### src/rtl/icache_pkg.sv
// Shared types and constants for the I-cache line-refill sequencer.
package icache_pkg;

  localparam int LINE_WORDS = 8;
  localparam int WORD_W     = 32;
  localparam int LINE_W     = 256;
  localparam int OFF_W      = 5;   // byte-offset bits within a 32-byte line
  localparam int IDX_W      = 3;

  typedef enum logic [1:0] {
    ST_IDLE,
    ST_BURST,
    ST_WRITE,
    ST_HOLD
  } state_e;

  localparam logic [2:0] CTI_CLASSIC = 3'b000;
  localparam logic [2:0] CTI_INCR    = 3'b010;
  localparam logic [2:0] CTI_EOB     = 3'b111;

  localparam logic [1:0] BTE_LINEAR  = 2'b00;
  localparam logic [1:0] BTE_WRAP8   = 2'b10;

  function automatic logic [2:0] beat_cti(input logic [IDX_W-1:0] k);
    return (k == 3'd7) ? CTI_EOB : CTI_INCR;
  endfunction

endpackage

### src/rtl/icache_line_buf.sv
// Line assembly buffer: word-addressed single write port, whole line read flat.
module icache_line_buf
  import icache_pkg::*;
#(
  parameter int WORDS = LINE_WORDS
) (
  input  logic                     clk,
  input  logic                     rst_n,
  input  logic                     we,
  input  logic [$clog2(WORDS)-1:0] idx,
  input  logic [WORD_W-1:0]        wdata,
  output logic [WORDS*WORD_W-1:0]  line
);

  logic [WORD_W-1:0] mem [WORDS];

  // NOTE: the array is cleared on reset because its contents drive the cache
  // write-data port directly and must read as zero out of reset.
  always_ff @(posedge clk or negedge rst_n) begin
    if (!rst_n) begin
      for (int i = 0; i < WORDS; i++) mem[i] <= '0;
    end else if (we) begin
      mem[idx] <= wdata;
    end
  end

  for (genvar g = 0; g < WORDS; g++) begin : g_flat
    assign line[g*WORD_W +: WORD_W] = mem[g];
  end

endmodule

### src/rtl/icache_refill_ctrl.sv
// I-cache line-refill sequencer: 8-beat Wishbone burst read into a line buffer,
// then a one-cycle cache write. Define ICACHE_CWF_EN for critical-word-first.
module icache_refill_ctrl
  import icache_pkg::*;
#(
  parameter int LINE_WORDS = 8,
  parameter int ADDR_W     = 32
) (
  input  logic                  clk,
  input  logic                  rst_n,
  input  logic                  miss_req_i,
  input  logic [ADDR_W-1:0]     miss_addr_i,
  output logic                  freeze_o,
  output logic                  cache_we_o,
  output logic [LINE_W-1:0]     cache_wdata_o,
  output logic [ADDR_W-1:0]     cache_addr_o,
  output logic                  refill_done_o,
  output logic                  refill_err_o,
  output logic                  wb_cyc_o,
  output logic                  wb_stb_o,
  output logic                  wb_we_o,
  output logic [3:0]            wb_sel_o,
  output logic [WORD_W-1:0]     wb_dat_o,
  output logic [ADDR_W-1:0]     wb_adr_o,
  output logic [2:0]            wb_cti_o,
  output logic [1:0]            wb_bte_o,
  input  logic                  wb_ack_i,
  input  logic                  wb_err_i,
  input  logic                  wb_rty_i,
  input  logic [WORD_W-1:0]     wb_dat_i
);

  state_e               state;
  logic [IDX_W-1:0]     k;
  logic [IDX_W-1:0]     start;
  logic [IDX_W-1:0]     idx;
  logic [IDX_W-1:0]     miss_start;
  logic                 buf_we;
  logic                 unused_bits;

`ifdef ICACHE_CWF_EN
  localparam logic [1:0] BTE_MODE = BTE_WRAP8;
  assign miss_start = miss_addr_i[OFF_W-1:2];
`else
  localparam logic [1:0] BTE_MODE = BTE_LINEAR;
  assign miss_start = '0;
`endif

  assign unused_bits = ^miss_addr_i[OFF_W-1:0];

  assign wb_we_o  = 1'b0;
  assign wb_sel_o = 4'hF;
  assign wb_dat_o = '0;

  // Buffer slot follows the beat's address, so the line is ordered by address
  // regardless of the order the beats arrive in.
  assign idx    = start + k;
  assign buf_we = (state == ST_BURST) && wb_stb_o && wb_ack_i && !wb_err_i;

  icache_line_buf #(
    .WORDS (LINE_WORDS)
  ) u_line_buf (
    .clk   (clk),
    .rst_n (rst_n),
    .we    (buf_we),
    .idx   (idx),
    .wdata (wb_dat_i),
    .line  (cache_wdata_o)
  );

  // NOTE: every output is a flop assigned with non-blocking updates; the
  // one-cycle pulses get a low default at the top so each branch only raises them.
  always_ff @(posedge clk or negedge rst_n) begin
    if (!rst_n) begin
      state         <= ST_IDLE;
      k             <= '0;
      start         <= '0;
      freeze_o      <= 1'b0;
      cache_we_o    <= 1'b0;
      cache_addr_o  <= '0;
      refill_done_o <= 1'b0;
      refill_err_o  <= 1'b0;
      wb_cyc_o      <= 1'b0;
      wb_stb_o      <= 1'b0;
      wb_adr_o      <= '0;
      wb_cti_o      <= CTI_CLASSIC;
      wb_bte_o      <= BTE_LINEAR;
    end else begin
      cache_we_o    <= 1'b0;
      refill_done_o <= 1'b0;
      refill_err_o  <= 1'b0;

      unique case (state)
        ST_IDLE: begin
          if (miss_req_i) begin
            state        <= ST_BURST;
            k            <= '0;
            start        <= miss_start;
            cache_addr_o <= {miss_addr_i[ADDR_W-1:OFF_W], {OFF_W{1'b0}}};
            freeze_o     <= 1'b1;
            wb_cyc_o     <= 1'b1;
            wb_stb_o     <= 1'b1;
            wb_adr_o     <= {miss_addr_i[ADDR_W-1:OFF_W], miss_start, 2'b00};
            wb_cti_o     <= beat_cti('0);
            wb_bte_o     <= BTE_MODE;
          end
        end

        ST_BURST: begin
          if (!wb_stb_o) begin
            // One-cycle strobe gap after a retry; the beat address is unchanged.
            wb_stb_o <= 1'b1;
          end else if (wb_err_i) begin
            state        <= ST_HOLD;
            refill_err_o <= 1'b1;
            wb_cyc_o     <= 1'b0;
            wb_stb_o     <= 1'b0;
            wb_cti_o     <= CTI_CLASSIC;
            wb_bte_o     <= BTE_LINEAR;
          end else if (wb_ack_i) begin
            if (k == 3'd7) begin
              state      <= ST_WRITE;
              cache_we_o <= 1'b1;
              wb_cyc_o   <= 1'b0;
              wb_stb_o   <= 1'b0;
              wb_cti_o   <= CTI_CLASSIC;
              wb_bte_o   <= BTE_LINEAR;
            end else begin
              k        <= k + 3'd1;
              wb_adr_o <= {cache_addr_o[ADDR_W-1:OFF_W], idx + 3'd1, 2'b00};
              wb_cti_o <= beat_cti(k + 3'd1);
            end
          end else if (wb_rty_i) begin
            wb_stb_o <= 1'b0;
          end
        end

        ST_WRITE: begin
          state         <= ST_HOLD;
          refill_done_o <= 1'b1;
        end

        ST_HOLD: begin
          state    <= ST_IDLE;
          freeze_o <= 1'b0;
        end
      endcase
    end
  end

endmodule

### config.mk
export PLATFORM = sky130hd
export DESIGN_NAME = icache_refill_ctrl
export DESIGN_NICKNAME = d
export VERILOG_FILES = /design/src/rtl/icache_pkg.sv /design/src/rtl/icache_line_buf.sv /design/src/rtl/icache_refill_ctrl.sv
export SDC_FILE = /design/constraint.sdc
export NUM_CORES = 1
export LEC_CHECK = 0
export ABC_CLOCK_PERIOD_IN_PS = 1850
export BUFFER_PORTS_ARGS = -buffer_cell sky130_fd_sc_hd__buf_2
export CORE_ASPECT_RATIO = 1.1
export CORE_MARGIN = 2
export CORE_UTILIZATION = 45
export CTS_CLUSTER_DIAMETER = 50
export CTS_CLUSTER_SIZE = 40
export DETAILED_ROUTE_END_ITERATION = 10
export GPL_TIMING_DRIVEN = 1
export PLACE_DENSITY = 0.73
export RECOVER_POWER = 100
export SYNTH_ARGS = -nofsm -noshare
export SYNTH_HDL_FRONTEND = slang
export SYNTH_SLANG_ARGS = --single-unit
### constraint.sdc
create_clock -name clk -period 1.85 [get_ports clk]
set_input_delay 0.2775 -clock clk [delete_from_list [all_inputs] [get_ports clk]]
set_output_delay 0.2775 -clock clk [all_outputs]
set_load 0.01 [all_outputs]
== Yosys cells after proc, flatten, opt, wreduce, memory -nomap -nowiden ==
Cells that the tools add are included.

* Bits in registers: 331
* Bits of input ports: 70
* Word-level logic and storage cells: 107

* Add/subtract/negate cells: 1
* Order comparisons: 2
* Equality and inequality tests: 12
* Multiplexer cells: 56
* Bitwise gates (word level): 1
* Reduce and logical (&&, ||, !) cells: 15

{| class="wikitable"
|+ Operators with widths
! operator !! count
|-
| bitwise mux 256 bit || 1
|-
| two-way mux 32 bit || 6
|-
| demux 32 bit (select 3 bit) || 1
|-
| one-hot mux 32 bit (2 select lines) || 1
|-
| two-way mux 3 bit || 11
|-
| two-way mux 2 bit || 10
|-
| two-way mux 1 bit || 19
|-
| one-hot mux 3 bit (2 select lines) || 2
|-
| != test 2 bit (second input constant) || 5
|-
| one-hot mux 2 bit (4 select lines) || 1
|-
| AND reduction 4 bit || 2
|-
| == test 3 bit (second input constant) || 2
|-
| one-hot mux 1 bit (2 select lines) || 3
|-
| AND reduction 2 bit || 3
|-
| AND reduction 6 bit || 1
|-
| AND reduction 5 bit || 1
|-
| == test 2 bit (second input constant) || 2
|-
| >= comparator 4 bit (second input constant) || 1
|-
| logical AND 1 bit || 4
|-
| < comparator 4 x 1 -> 1 bit (second input constant) || 1
|-
| inverter 3 -> 4 bit || 1
|-
| one-hot mux 2 bit (2 select lines) || 1
|-
| nonzero test 2 bit || 2
|-
| adder 3 x 1 -> 3 bit (second input constant) || 1
|-
| 5 further kinds || 5
|}

== Logic depth before layout (Yosys ltp) ==
* Depth in word-level cells: 8
* Mapped depth: 8
* Depth with buffers taken out: 6

== Cells and area by module ==
Synthesis repeated with hierarchy kept, for this count alone.

* Cell total of the unflattened synthesis: 847
* Area total of the unflattened synthesis: 12,964.9 um^2

{| class="wikitable"
|+ Modules (own cells, without submodules)
! module !! instances !! cells each !! area each (um^2) !! sequential area each (um^2)
|-
| icache_line_buf || 1 || 551 || 9,605.5 || 6,406.1
|-
| icache_refill_ctrl || 1 || 296 || 3,359.5 || 1,676.6
|}

== Least setup slack after synthesis ==
OpenSTA, ideal clock, no wires.

* Path type: register -> register
* Start point: register k[1]
* End point: register wb_adr_o[4]
* Setup time: 0.083 ns
* Arrival time: 1.922 ns
* Required time: 1.767 ns
* Path slack: -0.154 ns
* Cell stages (with the launch flop): 8
* Buffers on the path: 1
* Path through: dfrtp_1 ha_1 ha_1 nand3b_1 a221oi_2 clkbuf_1 nand3_1 o21ai_0

* Longest elaborated chain between the ends: 6

{| class="wikitable"
|+ Ends and longest elaborated chain
! item !! line !! text
|-
| start: declaration || icache_refill_ctrl.sv:34 || <nowiki>logic [IDX_W-1:0] k;</nowiki>
|-
| start signal: assignment || icache_refill_ctrl.sv:129 || <nowiki>k <= k + 3'd1;</nowiki>
|-
| adder 3 x 1 -> 3 bit || -- ||
|-
| two-way mux 32 bit || icache_refill_ctrl.sv:121 || <nowiki>if (k == 3'd7) begin</nowiki>
|-
| two-way mux 32 bit || icache_refill_ctrl.sv:120 || <nowiki>end else if (wb_ack_i) begin</nowiki>
|-
| two-way mux 32 bit || icache_refill_ctrl.sv:113 || <nowiki>end else if (wb_err_i) begin</nowiki>
|-
| two-way mux 32 bit || icache_refill_ctrl.sv:110 || <nowiki>if (!wb_stb_o) begin</nowiki>
|-
| one-hot mux 32 bit (2 select lines) || icache_refill_ctrl.sv:93 || <nowiki>unique case (state)</nowiki>
|-
| end signal: assignment || icache_refill_ctrl.sv:103 || <nowiki>wb_adr_o <= {miss_addr_i[ADDR_W-1:OFF_W], miss_start, 2'b00};</nowiki>
|-
| end signal: assignment || icache_refill_ctrl.sv:130 || <nowiki>wb_adr_o <= {cache_addr_o[ADDR_W-1:OFF_W], idx + 3'd1, 2'b00};</nowiki>
|-
| end: declaration || icache_refill_ctrl.sv:24 || <nowiki>output logic [ADDR_W-1:0] wb_adr_o,</nowiki>
|}

Parallel ways exist; a longest one is shown, timed or not. The select of a mux whose other input is x is not followed.
A chain may end at the register's enable or synchronous reset.

== Worst setup path in the final report ==
* Start point: register state[1]
* End point: register u_line_buf.mem, in the netlist u_line_buf.line[144]

* Longest elaborated chain between the ends: 4

{| class="wikitable"
|+ Ends and longest elaborated chain
! item !! line !! text
|-
| start: declaration || icache_refill_ctrl.sv:33 || <nowiki>state_e state;</nowiki>
|-
| start signal: assignment || icache_refill_ctrl.sv:75 || <nowiki>state <= ST_IDLE;</nowiki>
|-
| start signal: assignment || icache_refill_ctrl.sv:96 || <nowiki>state <= ST_BURST;</nowiki>
|-
| start signal: assignment || icache_refill_ctrl.sv:114 || <nowiki>state <= ST_HOLD;</nowiki>
|-
| == test 2 x 1 -> 1 bit || icache_refill_ctrl.sv:58 || <nowiki>assign buf_we = (state == ST_BURST) && wb_stb_o && wb_ack_i && !wb_err_i;</nowiki>
|-
| logical AND 1 bit (3 in series) || icache_refill_ctrl.sv:58 ||
|-
| end signal: indexed assignment || icache_line_buf.sv:23 || <nowiki>mem[idx] <= wdata;</nowiki>
|-
| end: declaration || icache_line_buf.sv:15 || <nowiki>logic [WORD_W-1:0] mem [WORDS];</nowiki>
|}

No other way between the ends.

==> flow_summary.ini <==
[clock_network]
cts_tree = yes
cts-root-buf = clkbuf_16
numClockSinks = 323
htree_levels = 1
clockBufferDepth = 3
clk_pin_slew_worst_paths_ps = 80
cts-buffers-inserted = 31
clk_latency_ps = 580

[sta]
hold-worst-slack_ps = 30.0
setup_slack_ps = -114
period_share_pct = 106
setup_viol = 196
fmax_mhz = 509
rsz0062_at_grt = yes
finClkSkew_ps = 23.1
hold_viol = 0
slew_viol_final = 0
maxSlewHeadroom_pct = 44.6
period_needed_ps = 1960
setup_tns_ps = -9550
worst_pin_slew_ps = 831

[job]
drv_cap = 0

[routing]
vias_per_cell = 5.09
drt-initial-drc-count = 519
drt-total-wl_microns = 37600
ant_nets = 0
routedWlPerCell_microns = 21.7
drtPass1Iterations = 4
routed-via-count = 8826
drcViolationCount = 0

[critical_path]
cp_top_family = buffers and inverters
crit_chain = inv_2 -> ha_4 -> nand4b_1 -> buf_4 -> nor3_4 -> buf_6 -> clkbuf_16 -> mux2_4
slowest_delay_ps = 390
path_buf_inv = 4
r2r_slack_ps = -110
critical_path_class = reg2reg
path_depth = 8
reg2regPathDepth = 8
required_ps = 2300
path_max_fanout = 5
cp_slowest_cell = dfrtp_1
crit_arrival_ps = 2420
cp-end-kind = register
cp-start-kind = register

[synthesis]
synth_top_family_by_area = multiplexers
synthMuxAreaShare_pct = 27.3
synth_compound_area_share_pct = 1.89
synth-main-ff-cell = dfrtp_1
netlist_instances = 845
postSynth.asyncResetShare_pct = 100
synthSimpleGateAreaFrac_pct = 2.41
synth.avg_cell_area_sq_um = 15.2
synth_adder_area_share_pct = 0.878
yosysSeqAreaShare_pct = 63.0
synth_xor_area_share_pct = 0
synth.distinct_cells = 33
synth-seq-cells = 323
yosys_warnings = 0
synth_edf_count = 0
syn_area_sq_um = 12800

[power]
ir_worst_vdd_v = 0.000920
cellPowerDensity_nw_per_um2 = 1360
power.leakage_nw = 8.71

[grt]
grt_start_max_net_pins = 58
grt_overflow = 0
grt_pass1_wl_microns = 51700
grt_use_total_pct = 22.3
antenna_found_initial = 1
grt_pass1_vias = 8896

[floorplanning]
rows = 64
core_area_sq_um = 27900
die_w_microns = 165
die-area_sq_um = 29900
die_h_microns = 181
floorplan.initialDensity_pct = 45.9
num_io_pins = 438

[place]
dp_slack_ps = -134
place_congestion = 0.793
hpwl_microns = 22700
portBuffers = 386
placed_area_sq_um = 15600

[status]
violations = negative setup slack
status = finished, violations left

[layout]
num-fill-cells = 2187
seq_area_sq_um = 8090
multi_input_area_sq_um = 5160
syn_to_final_growth_pct = 40.2
drive_gt1_share_pct = 34.3
fin_nets = 1425
final_area_sq_um = 18000

[min_path]
hold_path_depth = 2
hp-class = in2reg
[cell usage in the layout, fill, tap and decap left out, types with 3 or more instances in the layout]
master,n
a21oi_1,26
buf_12,19
buf_16,3
buf_2,66
buf_4,29
buf_6,11
buf_8,5
clkbuf_1,323
clkbuf_16,44
clkbuf_2,5
clkbuf_4,4
clkinv_4,4
conb_1,46
dfrtp_1,321
dlygate4sd3_1,32
ha_1,4
ha_4,4
inv_1,5
inv_12,3
inv_6,4
mux2_1,49
mux2_2,56
mux2_4,180
mux2i_1,29
nand2_1,6
nand3_1,3
nor2_1,33
nor2_4,3
o21ai_0,7
[timing repair]
action                                  CTS  global route
buffers inserted                         12             8
hold buffers                             32             0
endpoints found under the setup margin  238           286
hold endpoints to repair                 78             0
pin swaps                                 2             5
gates cloned                              5            16
gates resized for setup                  73           160
[worst reg2reg max path, cell delays in order, from the launching register on]
cell       delay (ps)
dfrtp_1           390
inv_2              90
ha_4              150
nand4b_1          170
buf_4             200
nor3_4            160
buf_6             190
clkbuf_16         190
mux2_4            310
[worst paths after layout]
| path | start | end |
|---|---|---|
| min in group asynchronous | rst_n | state[1]$_DFFE_PN0P_ |
| hold / removal | wb_dat_i[24] | u_line_buf.line[24]$_DFFE_PN0P_ |
| setup reg to reg | state[1]$_DFFE_PN0P_ | u_line_buf.line[144]$_DFFE_PN0P_ |
| setup / recovery | state[1]$_DFFE_PN0P_ | u_line_buf.line[144]$_DFFE_PN0P_ |
| hold reg to reg | u_line_buf.line[211]$_DFFE_PN0P_ | u_line_buf.line[211]$_DFFE_PN0P_ |
| max in group asynchronous | rst_n | u_line_buf.line[219]$_DFFE_PN0P_ |
[cells by family (layout without fill, tap and decap cells)]
logic type | count (synthesis) | in the layout
simple gates | 65 | 65
compound gates | 41 | 41
flops | 323 | 323
other cells | 2 | 47
buf+inv | 91 | 572
fa+ha+maj | 9 | 9
mux | 314 | 314
[layer usage]
metal	share of wire, %	up-vias	global-route usage, %
met5	0	-	0
met4	3.0	0	7.69
met3	6.6	67	4.36
met2	50	337	38.1
met1	41	4545	28.4
li1	-	3877	-
[layout make-up]
class	count	area share [%]
diodes	1	0.0139
clock buffers	35	4.51
clock inverters	22	1.64
inverters	6	0.125
multi-input cells	475	28.7
flip-flops and latches	323	45.0
well taps	363	2.53
repair buffers	509	17.5
[state kept, by name, summed over array words and instances (netlist names)]
signal,flops
u_line_buf.line,256
wb_adr_o,28
cache_addr_o,27
k,2
state,2
wb_cti_o,2
cache_we_o,1
freeze_o,1
refill_done_o,1
refill_err_o,1
wb_cyc_o,1
wb_stb_o,1
[metrics by stage]
step	std cells	util [%]	total power, mW
after floorplan	889	-	13.6
final	1734	64.3	24.4
after global routing	1734	64.3	25.6
after global placement	1606	55.7	16.6
after CTS	1711	62.5	24.1
after detailed placement	1606	55.7	16.9
[cells in the mapped netlist (2+ instances only)]
| master | n | area [sq um] |
|---|---|---|
| buf_2 | 21 | 105 |
| a21oi_1 | 27 | 135 |
| nand2b_1 | 2 | 12.5 |
| nor2b_1 | 3 | 18.8 |
| clkbuf_1 | 10 | 37.5 |
| dfrtp_1 | 323 | 8080 |
| o21ai_0 | 7 | 35.0 |
| mux2i_1 | 29 | 290 |
| nand2_1 | 8 | 30.0 |
| inv_1 | 6 | 22.5 |
| mux2_1 | 184 | 2070 |
| mux2_2 | 101 | 1140 |
| nand4_1 | 2 | 12.5 |
| a211oi_1 | 2 | 15.0 |
| ha_1 | 9 | 113 |
| nand3b_1 | 2 | 15.0 |
| nor3_2 | 2 | 20.0 |
| conb_1 | 2 | 7.51 |
| nand3_1 | 5 | 25.0 |
| buf_4 | 53 | 398 |
| nor2_1 | 35 | 131 |
[where the power goes]
part           switching, mW  total [mW]  internal [mW]  leakage [nW]
sequential              1.06        9.93           8.87          4.26
clock                   3.13        6.76           3.63         0.533
combinational           4.00        7.72           3.72          3.92
Note: power is estimated with default switching activity, not from simulation.
